--- config.mk ---
export PLATFORM = sky130hd
export DESIGN_NAME = cas_sort_seq
export DESIGN_NICKNAME = d
export VERILOG_FILES = /design/src/rtl/sorter_pkg.sv /design/src/rtl/cas.sv /design/src/rtl/cas_sort_seq.sv
export SDC_FILE = /design/constraint.sdc
export NUM_CORES = 1
export LEC_CHECK = 0
export BUFFER_PORTS_ARGS = -buffer_cell sky130_fd_sc_hd__clkbuf_2
export CAP_MARGIN = 20
export CORE_ASPECT_RATIO = 1.4
export CORE_UTILIZATION = 50
export CTS_BUF_LIST = sky130_fd_sc_hd__clkbuf_4
export CTS_CLUSTER_DIAMETER = 50
export DETAILED_ROUTE_END_ITERATION = 12
export PLACE_DENSITY_LB_ADDON = 0.15
export SETUP_SLACK_MARGIN = 0.1
export SYNTH_ARGS = -nofsm -noshare
export SYNTH_HDL_FRONTEND = slang
export SYNTH_SLANG_ARGS = --single-unit
--- constraint.sdc ---
create_clock -name clk_i -period 8.23 [get_ports clk_i]
set_clock_uncertainty 0.15 [all_clocks]
set_input_delay 2.469 -clock clk_i [delete_from_list [all_inputs] [get_ports clk_i]]
set_output_delay 2.469 -clock clk_i [all_outputs]
set_load 0.02 [all_outputs]
--- src/rtl/sorter_pkg.sv ---
// Shared types for the sorting datapath: block control word and sequencer state encodings.
package sorter_pkg;

  typedef struct packed {
    logic sign_ctrl;
  } ctrl_t;

  typedef enum logic [1:0] {
    LOAD,
    SORT,
    DRAIN
  } cas_seq_state_e;

  typedef enum logic {
    PH_EVEN,
    PH_ODD
  } phase_e;

endpackage

--- src/rtl/cas.sv ---
// Registered compare-and-swap: y1 = min, y2 = max, one cycle after the pair is presented.
// Swaps only on strict greater-than so equal keys keep their order; swap pulses for issued pairs.
module cas
  import sorter_pkg::*;
#(
  parameter int DATAWIDTH = 8
) (
  input  logic                 clk,
  input  logic                 rstn,
  input  logic                 en,
  input  ctrl_t                ctrl,
  input  logic [DATAWIDTH-1:0] x1,
  input  logic [DATAWIDTH-1:0] x2,
  output logic [DATAWIDTH-1:0] y1,
  output logic [DATAWIDTH-1:0] y2,
  output logic                 swap
);

  logic gt;

  always_comb begin
    if (ctrl.sign_ctrl) gt = $signed(x1) > $signed(x2);
    else                gt = x1 > x2;
  end

  always_ff @(posedge clk) begin
    if (!rstn) begin
      y1   <= '0;
      y2   <= '0;
      swap <= 1'b0;
    end else begin
      y1   <= gt ? x2 : x1;
      y2   <= gt ? x1 : x2;
      swap <= en & gt;
    end
  end

endmodule

--- src/rtl/cas_sort_seq.sv ---
// Loads N_ELEM words, odd-even transposition sorts them through one registered cas, drains smallest first.
// SORT takes (N/2)(N+1) cycles; input stalls outside LOAD, DRAIN holds data while out_ready_i is low.
module cas_sort_seq
  import sorter_pkg::*;
#(
  parameter int DATAWIDTH = 8,
  parameter int N_ELEM    = 8
) (
  input  logic                 clk_i,
  input  logic                 rstn_i,
  input  ctrl_t                ctrl_i,
  input  logic                 in_valid_i,
  output logic                 in_ready_o,
  input  logic [DATAWIDTH-1:0] in_data_i,
  output logic                 out_valid_o,
  input  logic                 out_ready_i,
  output logic [DATAWIDTH-1:0] out_data_o,
  output logic                 out_last_o,
  output ctrl_t                ctrl_o,
  output logic                 busy_o
);

  if (N_ELEM < 4 || (N_ELEM % 2) != 0) begin : g_bad_n_elem
    $error("cas_sort_seq: N_ELEM must be even and >= 4");
  end

  localparam int             CW   = $clog2(N_ELEM);
  localparam logic [CW-1:0]  LAST = CW'(N_ELEM - 1);
  localparam logic [CW-1:0]  HALF = CW'(N_ELEM / 2);
  localparam logic [CW-1:0]  ONE  = CW'(1);

  cas_seq_state_e state, state_nxt;
  phase_e         ph;

  logic [CW-1:0]        load_cnt, drain_cnt, phase_cnt, pair_cnt;
  logic [CW-1:0]        lo, lo_p1, wb_lo, wb_lo_p1, bubble_idx;
  logic                 wb_vld, issue, phase_end, in_acc, out_acc;
  ctrl_t                ctrl_q;
  logic [DATAWIDTH-1:0] mem [N_ELEM];
  logic [DATAWIDTH-1:0] y1, y2;
  logic                 swap;

  assign in_ready_o  = (state == LOAD) && rstn_i;
  assign in_acc      = in_valid_i && in_ready_o;
  assign out_valid_o = (state == DRAIN);
  assign out_acc     = out_valid_o && out_ready_i;
  assign out_data_o  = out_valid_o ? mem[drain_cnt] : '0;
  assign out_last_o  = out_valid_o && (drain_cnt == LAST);
  assign busy_o      = (state != LOAD);
  assign ctrl_o      = ctrl_q;

  // The slot after the last pair of a phase is the bubble that lets the final write-back land.
  assign bubble_idx = (ph == PH_EVEN) ? HALF : HALF - ONE;
  assign issue      = (state == SORT) && (pair_cnt != bubble_idx);
  assign phase_end  = (state == SORT) && (pair_cnt == bubble_idx);
  assign lo         = {pair_cnt[CW-2:0], ph == PH_ODD};
  assign lo_p1      = lo + ONE;
  assign wb_lo_p1   = wb_lo + ONE;

  cas #(
    .DATAWIDTH(DATAWIDTH)
  ) u_cas (
    .clk  (clk_i),
    .rstn (rstn_i),
    .en   (issue),
    .ctrl (ctrl_q),
    .x1   (mem[lo]),
    .x2   (mem[lo_p1]),
    .y1   (y1),
    .y2   (y2),
    .swap (swap)
  );

  always_comb begin
    state_nxt = state;
    case (state)
      LOAD:    if (in_acc && load_cnt == LAST)        state_nxt = SORT;
      SORT:    if (phase_end && phase_cnt == LAST)    state_nxt = DRAIN;
      DRAIN:   if (out_acc && drain_cnt == LAST)      state_nxt = LOAD;
      default:                                        state_nxt = LOAD;
    endcase
  end

  always_ff @(posedge clk_i) begin
    if (!rstn_i) begin
      state     <= LOAD;
      ph        <= PH_EVEN;
      load_cnt  <= '0;
      drain_cnt <= '0;
      phase_cnt <= '0;
      pair_cnt  <= '0;
      wb_vld    <= 1'b0;
      wb_lo     <= '0;
      ctrl_q    <= '0;
      for (int i = 0; i < N_ELEM; i++) mem[i] <= '0;
    end else begin
      state  <= state_nxt;
      wb_vld <= issue;
      wb_lo  <= lo;

      if (in_acc) begin
        mem[load_cnt] <= in_data_i;
        load_cnt      <= (load_cnt == LAST) ? '0 : load_cnt + ONE;
        if (load_cnt == '0) ctrl_q <= ctrl_i;
      end

      if (wb_vld) begin
        mem[wb_lo]    <= y1;
        mem[wb_lo_p1] <= y2;
      end

      if (phase_end) begin
        pair_cnt  <= '0;
        ph        <= (ph == PH_EVEN) ? PH_ODD : PH_EVEN;
        phase_cnt <= (phase_cnt == LAST) ? '0 : phase_cnt + ONE;
      end else if (issue) begin
        pair_cnt <= pair_cnt + ONE;
      end

      if (out_acc) drain_cnt <= (drain_cnt == LAST) ? '0 : drain_cnt + ONE;
    end
  end

endmodule

==> run_results.csv, run 1 <==
group,metric,value,unit
outcome,status,"complete, no violations",
finish,drive_gt1_share,20.9,%
cts,cts_buffers,9,
worst_setup_path,crit_chain,"clkbuf_2, buf_4, inv_1, nor2_1, clkbuf_2",
yosys,synth_flop_cell,"edfxtp_1",
worst_setup_path,slowest_stage,"inv_1",
placement,placed_cell_area,7040,sq um
die,num_io_pins,26,
cts,cts_setup_buffers,0,
worst_setup_path,cp-end-kind,"primary output",
timing,max_freq,160,MHz
grt,grt_overflow_total,0,
pwr,power.net_switching,264,uW
routing,first_pass_iters,6,
cts,cts-root-buf,"clkbuf_4",
grt,grt_max_degree,40,
cts,holdBufCountCts,0,
run,maxCapViolCount,0,
worst_setup_path,cpLargestDelayFamily,"buffers and inverters",
routing,drcViolationCount,0,
worst_hold_path,hold_start,"drain_cnt[1]$_SDFFE_PN0P_",
pwr,pwr_density_cell,137,nW/um^2
placement,dp_hpwl,14400,um
cts,cts_tree,"yes",
pwr,seqPwrFrac,61.6,%
finish,final.fill_count,1184,
grt,grt_pass1_wl,31900,um
yosys,synthCells,650,
cts,path_clk_slew,0.14,ns
placement,place_congestion,0.892,
routing,wire_per_inst,26.3,um
die,rows,50,
die,initial_utilization,51.4,%
routing,vias_per_cell,6.87,
worst_setup_path,crit_fanout,28,
pwr,p_total,979,uW
yosys,seq_area_frac_synth,39.3,%
timing,setup_viol,0,
yosys,ys.warnings.count,0,
yosys,syn_avg_cell_area,10.6,sq um
finish,syn2layout_area_growth,4.26,%
routing,antenna_left,0,
grt,grt_usage,31.5,%
die,chipHeight,141,um
finish,antenna_cells,0,
routing,wl_met2,10600,um
yosys,synth.net_count,681,
worst_setup_path,path_buf_inv,4,
yosys,synth_edf_count,64,
pwr,power_frac_comb,11.2,%
die,coreArea,13400,sq um
cts,post_cts_resized,0,
finish,finish.instance_area,7170,sq um
timing,min_period,6.27,ns
timing,tightest_slew,1.19,ns
timing,maxSlewViolCount,0,
timing,final.setup.tns,0,ns
worst_setup_path,crit_start,"rstn_i",
routing,wl_met1,8110,um
yosys,syn_area,6880,sq um
timing,maxSlewHeadroom,20.3,%
pwr,clockPowerShare,27.2,%
pwr,peakVddDrop,0.0880,mV
cts,clock_latency,0.47,ns
worst_setup_path,critical_path_required,5.61,ns
routing,wl_met3,2050,um
timing,rsz0062_at_grt,"no",
worst_setup_path,cp_common_cell,"clkbuf_2",
die,die-area,14200,sq um
routing,top_layer,"met4",
routing,finalWirelength,21700,um
yosys,yosys.cell_types.count,58,
worst_setup_path,critPathArrivalTime,3.65,ns
routing,drt_iter0_markers,565,
placement,io_buffers,25,
die,die_width,101,um
worst_setup_path,worst_path_largest_cell_delay,0.40,ns
yosys,ys_ff_latch,103,
yosys,async_reset_ff_share,0,%
cts,cts.sinks,103,
timing,finalCritPeriodShare,76.1,%
worst_setup_path,critical_path_class,"in -> out",
worst_setup_path,r2r_start,"pair_cnt[0]$_SDFFE_PP0P_",
timing,hold_viol,0,
cts,h-tree-depth,3,
worst_setup_path,reg2reg_slack,3.44,ns
cts,cts_max_path_buffers,2,
routing,vias,5680,
worst_hold_path,hp-class,"reg -> reg",
worst_setup_path,start_kind,"input pin",
grt,grt_pass1_vias,5490,
pwr,power.leakage,0.00236,uW
finish,nNetsFinal,671,
pwr,p_sw_share,26.9,%
grt,antenna_found_initial,0,
pwr,power.internal,715,uW
[layout by cell type (no fill, tap or decap), types with 3 or more instances in the layout]
| cell | count |
|---|---|
| nand2_1 | 84 |
| a22oi_1 | 64 |
| edfxtp_1 | 64 |
| o21ai_0 | 62 |
| mux2i_1 | 49 |
| dfxtp_1 | 38 |
| mux4_2 | 32 |
| nor2_1 | 31 |
| clkbuf_2 | 25 |
| ha_1 | 18 |
| mux2_2 | 17 |
| nand2b_1 | 15 |
| buf_4 | 12 |
| a21oi_1 | 11 |
| clkbuf_4 | 11 |
| nand3_1 | 10 |
| nor2_2 | 10 |
| o22ai_1 | 8 |
| or4b_1 | 7 |
| and2_1 | 6 |
| nor2b_1 | 5 |
| a221oi_1 | 5 |
| o21ai_1 | 5 |
| a211oi_1 | 4 |
| inv_1 | 4 |
| nor3_2 | 4 |
| nand4_1 | 4 |
| nand3b_1 | 4 |
| nor3_4 | 3 |
[cell usage after synthesis, types with 2 or more instances]
library cell,count,area [sq um]
a211oi_1,4,30.0
a21oi_1,11,55.1
a221oi_1,5,43.8
a22oi_1,64,480
and2_1,6,37.5
buf_1,19,71.3
buf_2,9,45.0
buf_4,4,30.0
buf_6,6,67.6
clkbuf_1,19,71.3
dfxtp_1,39,781
edfxtp_1,64,1920
ha_1,18,225
inv_1,4,15.0
mux2_2,17,191
mux2i_1,49,490
mux4_2,32,721
nand2_1,84,315
nand2b_1,15,93.8
nand3_1,10,50.1
nand3b_1,4,30.0
nand4_1,4,25.0
nor2_1,31,116
nor2_2,10,62.6
nor2b_1,5,31.3
nor3_1,2,10.0
nor3_2,4,40.0
nor3_4,3,48.8
o21ai_0,62,310
o21ai_1,5,25.0
o22ai_1,8,50.1
or4b_1,7,70.1
[registers in the layout (all words and copies together), names as in the netlist, named ones only]
signal	count
mem	64
u_cas.y1	8
u_cas.y2	8
drain_cnt	3
load_cnt	3
pair_cnt	3
phase_cnt	3
wb_lo	3
state	2
ctrl_o	1
ph	1
wb_vld	1
[metal layers]
metal,vias up,global-route usage (%)
met4,0,16.6
met1,2797,38.6
met5,-,0
met3,72,6.10
met2,356,52.3
li1,2455,-
[worst paths after layout]
kind,cells past startpoint,to
max,5,in_ready_o
min,2,drain_cnt[1]$_SDFFE_PN0P_
max reg2reg,10,u_cas.y2[2]$_SDFF_PN0_
min reg2reg,2,drain_cnt[1]$_SDFFE_PN0P_
[through the flow]
step / instances / util [%] / worst slack [ns] / hold slack, ns
global placement: 811 / 52.6 / 1.99 / 0.324
detailed placement: 811 / 52.6 / 1.96 / 0.340
CTS: 827 / 53.6 / 1.96 / 0.356
floorplan: 650 / - / 2.22 / 0.304
global route: 827 / 53.6 / 1.90 / 0.386
finish: 827 / 53.6 / 1.96 / 0.363
[layout make-up]
| cell class | count | area, sq um | area share [%] |
|---|---|---|---|
| Inverter | 4 | 15.0 | 0.209 |
| Clock buffer | 11 | 82.6 | 1.15 |
| Clock inverter | 5 | 50.0 | 0.698 |
| Timing Repair Buffer | 37 | 215 | 3.00 |
| Tap cell | 182 | 228 | 3.18 |
| Sequential cell | 103 | 2700 | 37.7 |
| Multi-Input combinational cell | 485 | 3880 | 54.1 |
[cell families after synthesis]
| kind of cell | after synthesis | share of synthesized area [%] |
|---|---|---|
| mux | 99 | 20.7 |
| simple gates | 197 | 15.4 |
| fa+ha+maj | 18 | 3.27 |
| flops | 103 | 39.3 |
| compound gates | 167 | 15.9 |
| xor+xnor | 4 | 1.00 |
| buf+inv | 62 | 4.48 |
[power groups by stage]
stage | Clock (uW) | Sequential, uW | Combinational [uW]
after detailed placement | 0 | 613 | 108
final | 266 | 603 | 110
after floorplan | 0 | 591 | 96.3
after CTS | 263 | 601 | 109
after global placement | 0 | 610 | 106
after global routing | 285 | 606 | 116
[tightest hold or removal path, cell delays in order, from the launching register on]
cell and delay (ns):
dfxtp_1 0.34, nand2_1 0.06, a21oi_1 0.07
(Power assumes the default switching activity.)
==> run 2, diff against run 1 <==
--- a/config.mk
+++ b/config.mk
@@ -5,6 +5,7 @@
 export SDC_FILE = /design/constraint.sdc
 export NUM_CORES = 1
 export LEC_CHECK = 0
+export ABC_AREA = 1
 export BUFFER_PORTS_ARGS = -buffer_cell sky130_fd_sc_hd__clkbuf_2
 export CAP_MARGIN = 20
 export CORE_ASPECT_RATIO = 1.4
==> constraint.sdc (replaced) <==
create_clock -name clk_i -period 5.6 [get_ports clk_i]
set_clock_uncertainty 0.15 [all_clocks]
set_input_delay 1.68 -clock clk_i [delete_from_list [all_inputs] [get_ports clk_i]]
set_output_delay 1.68 -clock clk_i [all_outputs]
set_load 0.02 [all_outputs]
==> run 2 against run 1 <==
Die area up 8.9%. Non-clock buffer count is 7 lower. Global-route usage is 1.4 points higher. Critical path depth is 3 higher. Flip-flop and latch count stayed put. Clock power is 69% higher. Synthesized cell count rose by 67%. First-iteration DRC count rose by 23%. Clock-buffer cell count down 2. Largest power group unchanged.
==> run_results.csv, run 2 <==
group,metric,value,unit
outcome,status,"complete, no violations",
timing,finalCritPeriodShare,78.6,%
cts,cts_setup_buffers,0,
timing,final.setup.tns,0,ns
worst_setup_path,reg2reg_slack,1.58,ns
cts,path_clk_slew,0.19,ns
cts,cts-root-buf,"clkbuf_4",
worst_setup_path,crit_chain,"buf_4, inv_1, a21oi_1, o21ai_0, nand3_1, nand2_1, a31oi_1, clkbuf_2",
finish,top_regs,"mem x64, u_cas.y1 x8, u_cas.y2 x8",
worst_setup_path,cp-end-kind,"primary output",
yosys,async_reset_ff_share,0,%
worst_setup_path,slowest_stage,"dfxtp_1",
finish,seqCellArea,2700,sq um
finish,drive_gt1_share,8.10,%
worst_setup_path,worst_path_largest_cell_delay,0.36,ns
routing,drt_iter0_markers,694,
worst_setup_path,critical_path_class,"reg -> out",
yosys,yosys.cell_types.count,35,
routing,wire_per_inst,19.8,um
routing,antenna_left,0,
routing,first_pass_iters,5,
grt,grt_pass1_wl,38100,um
worst_setup_path,crit_fanout,17,
pwr,p_total,1600,uW
timing,rsz0062_at_grt,"no",
grt,grt_max_degree,76,
routing,drcViolationCount,0,
yosys,yosys-top-cells-count,"nand2_1 (234), inv_1 (150), o21ai_0 (133), nand3_1 (105), nor2_1 (66)",
finish,multi_input_area,3890,sq um
finish,final.fill_count,1513,
placement,dp_hpwl,18300,um
die,die-area,15500,sq um
pwr,power.leakage,0.00333,uW
cts,cts_max_path_buffers,2,
cts,clock_latency,0.51,ns
timing,max_freq,227,MHz
worst_setup_path,critical_path_required,3.77,ns
cts,cts_tree,"yes",
yosys,ys_ff_latch,103,
yosys,synth.net_count,1116,
worst_setup_path,rr_endpoint,"u_cas.y1[2]$_SDFF_PN0_",
placement,place_congestion,0.952,
worst_setup_path,r2r_start,"pair_cnt[0]$_SDFFE_PP0P_",
placement,io_buffers,25,
worst_setup_path,critPathArrivalTime,2.57,ns
cts,post_cts_resized,0,
die,rows,52,
yosys,syn_area,7500,sq um
routing,finalWirelength,25000,um
die,chipHeight,147,um
yosys,yosys.cell_count.top_type,"nand2_1",
die,coreArea,14600,sq um
pwr,pwr_density_cell,206,nW/um^2
timing,hold_viol,0,
die,num_io_pins,26,
yosys,yosysTopAreaCell,"edfxtp_1",
finish,largest_register_ffs,64,
die,die_width,106,um
timing,maxSlewHeadroom,23.8,%
yosys,netlist.area_leader.share,25.6,%
yosys,synth_flop_cell,"edfxtp_1",
finish,layout_commonest_cell,"nand2_1",
routing,vias_per_cell,5.93,
grt,grt_overflow_total,0,
cts,h-tree-depth,3,
pwr,peakVddDrop,0.109,mV
finish,layout_common_cells,"nand2_1 (234), inv_1 (150), o21ai_0 (133)",
worst_setup_path,start_kind,"register",
worst_hold_path,min_to,"drain_cnt[1]$_SDFFE_PN0P_",
yosys,seq_area_frac_synth,36.0,%
grt,grt_pass1_vias,6648,
timing,tightest_slew,1.14,ns
timing,min_period,4.40,ns
timing,maxSlewViolCount,0,
grt,grt_usage,32.9,%
worst_hold_path,hold_start,"drain_cnt[1]$_SDFFE_PN0P_",
yosys,synthCells,1085,
worst_hold_path,hp-class,"reg -> reg",
grt,antenna_found_initial,1,
worst_hold_path,holdPathStages,2,
yosys,ys.warnings.count,0,
routing,vias,7500,
run,maxCapViolCount,0,
timing,setup_viol,0,
yosys,syn_avg_cell_area,6.91,sq um
worst_setup_path,r2r_cells,17,
cts,cts.sinks,103,
cts,holdBufCountCts,0,
finish,nNetsFinal,1100,
yosys,synth_edf_count,64,
cts,cts_buffers,9,
finish,syn2layout_area_growth,3.57,%
yosys,ys_top_cells_by_area,"edfxtp_1 (26%), nand2_1 (12%), dfxtp_1 (10%)",
finish,regMostFlops,"mem",
die,initial_utilization,51.5,%
## run 2: cell count changes after synthesis, sizes merged, moves of 39 or more
cell   change
nand2    +158
o21ai     +82
mux2i     -50
nand3     +99
a21oi     +48
nor2      +39
a22oi     -64
inv      +156
## run 2: worst max-delay path by stage
stage / start / to / slack, ns
floorplan: rstn_i / in_ready_o / 1.54
global placement: rstn_i / mem[1][2]$_DFFE_PP_ / 1.43
detailed placement: rstn_i / mem[1][2]$_DFFE_PP_ / 1.43
CTS: register / out_data_o[4] / 1.21
global route: register / out_data_o[4] / 1.02
finish: register / out_data_o[4] / 1.20
## run 2: report_power, final
part	internal, uW	switching (uW)
sequential	845	59.8
clock	151	299
combinational	64.0	178
total	1060	537
## run 2: logic make-up after synthesis
logic type	count (synthesis)	share of synthesized area [%]
xor+xnor	2	0.484
simple gates	473	28.5
buf+inv	217	12.1
fa+ha+maj	18	3.00
flops	103	36.0
compound gates	272	19.9
## run 2: final cells by class
class                           instances  area share, %
Multi-Input combinational cell        765           50.1
Sequential cell                       103           34.8
Inverter                              160           7.76
Tap cell                              189           3.04
Timing Repair Buffer                   30           2.09
Clock inverter                          7           1.29
Clock buffer                            9          0.870
Antenna cell                            1         0.0322
## run 2: critical path: cells and delay by family (launching register included)
kind,cells,cell delay (ns)
AND/OR/NAND/NOR,2,0.26
flip-flops,1,0.36
buffers and inverters,3,0.83
AO/OA/AOI/OAI,3,0.60
## run 2: metal layers
layer  GRT usage, %  part of all wire, %
met3           5.24                  9.5
met2           52.0                   46
met1           42.5                   39
met4           19.6                  5.8
met5              0                    0
## run 2: through the flow
stage	area [sq um]	setup slack [ns]	hold WS [ns]	cells	util [%]
floorplan	7500	1.54	0.278	1085	-
global placement	7600	1.43	0.311	1247	52.1
detailed placement	7600	1.43	0.336	1247	52.1
CTS	7760	1.21	0.359	1263	53.3
global route	7770	1.02	0.393	1264	53.3
finish	7770	1.20	0.358	1264	53.3
==> run 3, diff against run 2 <==
--- a/config.mk
+++ b/config.mk
@@ -5,7 +5,7 @@
 export SDC_FILE = /design/constraint.sdc
 export NUM_CORES = 1
 export LEC_CHECK = 0
-export ABC_AREA = 1
+export ABC_AREA = 0
 export BUFFER_PORTS_ARGS = -buffer_cell sky130_fd_sc_hd__clkbuf_2
 export CAP_MARGIN = 20
 export CORE_ASPECT_RATIO = 1.4
==> constraint.sdc (replaced) <==
create_clock -name clk_i -period 4.4 [get_ports clk_i]
set_clock_uncertainty 0.15 [all_clocks]
set_input_delay 1.32 -clock clk_i [delete_from_list [all_inputs] [get_ports clk_i]]
set_output_delay 1.32 -clock clk_i [all_outputs]
set_load 0.02 [all_outputs]
==> run 3 against run 2 <==
Register-to-register slack worse by 0.86 ns. Largest power group unchanged. Die area fell by 8.2%. Non-clock buffer count is 14 higher. Critical endpoint is now out_data_o[6]. Via count decreased by 27%. Worst hold slack lost 0.013 ns. Flip-flop and latch count stayed put.
==> run_results.csv, run 3 (synthesis gave the netlist of run 1 again) <==
group,metric,value,unit
worst_setup_path,crit_cells,4,
routing,wl_met2,10500,um
grt,grt_pass1_vias,5498,
timing,tightest_slew,0.843,ns
routing,vias_per_cell,6.54,
die,rows,50,
finish,layout_commonest_cell,"nand2_1",
cts,cts_setup_buffers,0,
outcome,status,"complete, no violations",
worst_setup_path,path_buf_inv,1,
die,die_width,101,um
cts,clock_latency,0.49,ns
cts,post_cts_resized,0,
die,num_io_pins,26,
worst_setup_path,slowest_stage,"dfxtp_1",
routing,drcViolationCount,0,
finish,nNetsFinal,678,
timing,rsz0062_at_grt,"no",
cts,cts.sinks,103,
timing,max_freq,263,MHz
worst_hold_path,hp-class,"reg -> reg",
routing,antenna_left,0,
die,initial_utilization,51.4,%
die,coreArea,13400,sq um
finish,finish.instance_area,7250,sq um
finish,regMostFlops,"mem",
finish,drive_gt1_share,22.1,%
routing,first_pass_iters,6,
worst_setup_path,crit_fanout,16,
finish,fin_util,54.1,%
worst_setup_path,worst_path_largest_cell_delay,0.91,ns
cts,cts_buffers,9,
cts,path_clk_slew,0.18,ns
timing,fin_ws,0.603,ns
grt,antenna_found_initial,1,
finish,layout_common_cells,"nand2_1 (84), a22oi_1 (64), edfxtp_1 (64)",
finish,finalNonFillerCells,835,
worst_setup_path,critical_path_class,"reg -> out",
worst_setup_path,start_kind,"register",
timing,maxSlewViolCount,0,
grt,grt_usage,31.3,%
placement,place_congestion,0.932,
die,chipHeight,141,um
cts,holdBufCountCts,0,
cts,cts_tree,"yes",
worst_setup_path,rr_endpoint,"u_cas.y1[4]$_SDFF_PN0_",
worst_setup_path,r2r_cells,11,
timing,setup_viol,0,
run,maxCapViolCount,0,
grt,grt_max_degree,39,
timing,final.setup.tns,0,ns
placement,dp_cells,818,
timing,maxSlewHeadroom,43.7,%
finish,syn2layout_area_growth,5.37,%
finish,largest_register_ffs,64,
placement,dp_hpwl,15900,um
placement,post-place-ws,0.561,ns
worst_setup_path,cpLargestDelayFamily,"flip-flops",
finish,final.fill_count,1240,
routing,wl_met1,7840,um
routing,finalWirelength,20900,um
cts,cts_max_path_buffers,2,
worst_setup_path,r2r_start,"ph$_SDFFE_PN0P_",
grt,grt_pass1_wl,32300,um
routing,vias,5459,
finish,top_regs,"mem x64, u_cas.y1 x8, u_cas.y2 x8",
pwr,peakVddDrop,0.151,mV
cts,h-tree-depth,3,
timing,hold_viol,0,
grt,grt_overflow_total,0,
cts,cts-root-buf,"clkbuf_4",
routing,drt_iter0_markers,424,
timing,finalCritPeriodShare,86.3,%
worst_setup_path,reg2reg_slack,0.72,ns
pwr,pwr_density_cell,263,nW/um^2
placement,placed_cell_area,7090,sq um
routing,wl_met3,1520,um
worst_setup_path,cp-end-kind,"primary output",
pwr,power.leakage,0.00241,uW
routing,top_layer,"met4",
placement,io_buffers,25,
worst_setup_path,critical_path_required,2.93,ns
worst_setup_path,crit_chain,"mux4_2, mux2i_1, nor2_1, clkbuf_2",
die,die-area,14200,sq um
worst_setup_path,critPathArrivalTime,2.33,ns
timing,min_period,3.80,ns
worst_setup_path,critPathCapture,"out_data_o[6]",
routing,wire_per_inst,25.0,um
run 3: final cells by class:
class | instances | area (sq um) | share of cell area [%]
multi-input combinational | 485 | 3870 | 53.4
tap | 182 | 228 | 3.14
sequential | 103 | 2700 | 37.3
inverter | 4 | 15.0 | 0.207
clock buffer | 10 | 75.1 | 1.04
timing repair buffer | 44 | 280 | 3.87
antenna | 1 | 2.50 | 0.0345
clock inverter | 6 | 75.1 | 1.04
run 3: per-layer routing:
layer,track usage (%),vias up
met1,37.9,2637
met5,0,-
met4,15.2,0
met3,5.30,67
met2,53.4,290
li1,-,2465
run 3: report_power, final:
part | switching [uW] | internal, uW | leakage [uW]
clock | 354 | 190 | 0.0000848
sequential | 87.3 | 1070 | 0.000981
combinational | 113 | 90.2 | 0.00135
total | 554 | 1350 | 0.00241
run 3: how the worst min path moves through the flow:
| stage | slack [ns] | endpoint | start | cells past startpoint |
|---|---|---|---|---|
| 2_1_floorplan | 0.30 | register | drain_cnt[1]$_SDFFE_PN0P_ | 2 |
| 3_3_place_gp | 0.32 | drain_cnt[2]$_SDFFE_PN0P_ | drain_cnt[2]$_SDFFE_PN0P_ | 2 |
| 3_5_place_dp | 0.33 | drain_cnt[2]$_SDFFE_PN0P_ | drain_cnt[2]$_SDFFE_PN0P_ | 2 |
| 4_1_cts | 0.34 | drain_cnt[2]$_SDFFE_PN0P_ | drain_cnt[2]$_SDFFE_PN0P_ | 2 |
| 5_1_grt | 0.36 | drain_cnt[2]$_SDFFE_PN0P_ | drain_cnt[2]$_SDFFE_PN0P_ | 2 |
| 6_report | 0.35 | drain_cnt[2]$_SDFFE_PN0P_ | drain_cnt[2]$_SDFFE_PN0P_ | 2 |
run 3: through the flow:
| step | power [uW] | hold slack, ns |
|---|---|---|
| final | 1900 | 0.346 |
| after detailed placement | 1370 | 0.326 |
| after global placement | 1370 | 0.323 |
| after CTS | 1900 | 0.344 |
| after global routing | 1970 | 0.364 |
| after floorplan | 1290 | 0.304 |
run 3: tightest hold or removal path, delay by kind of cell (launching register included):
kind	cells	cell delay (ns)
flip-flops	1	0.35
AND/OR/NAND/NOR	1	0.05
AO/OA/AOI/OAI	1	0.07
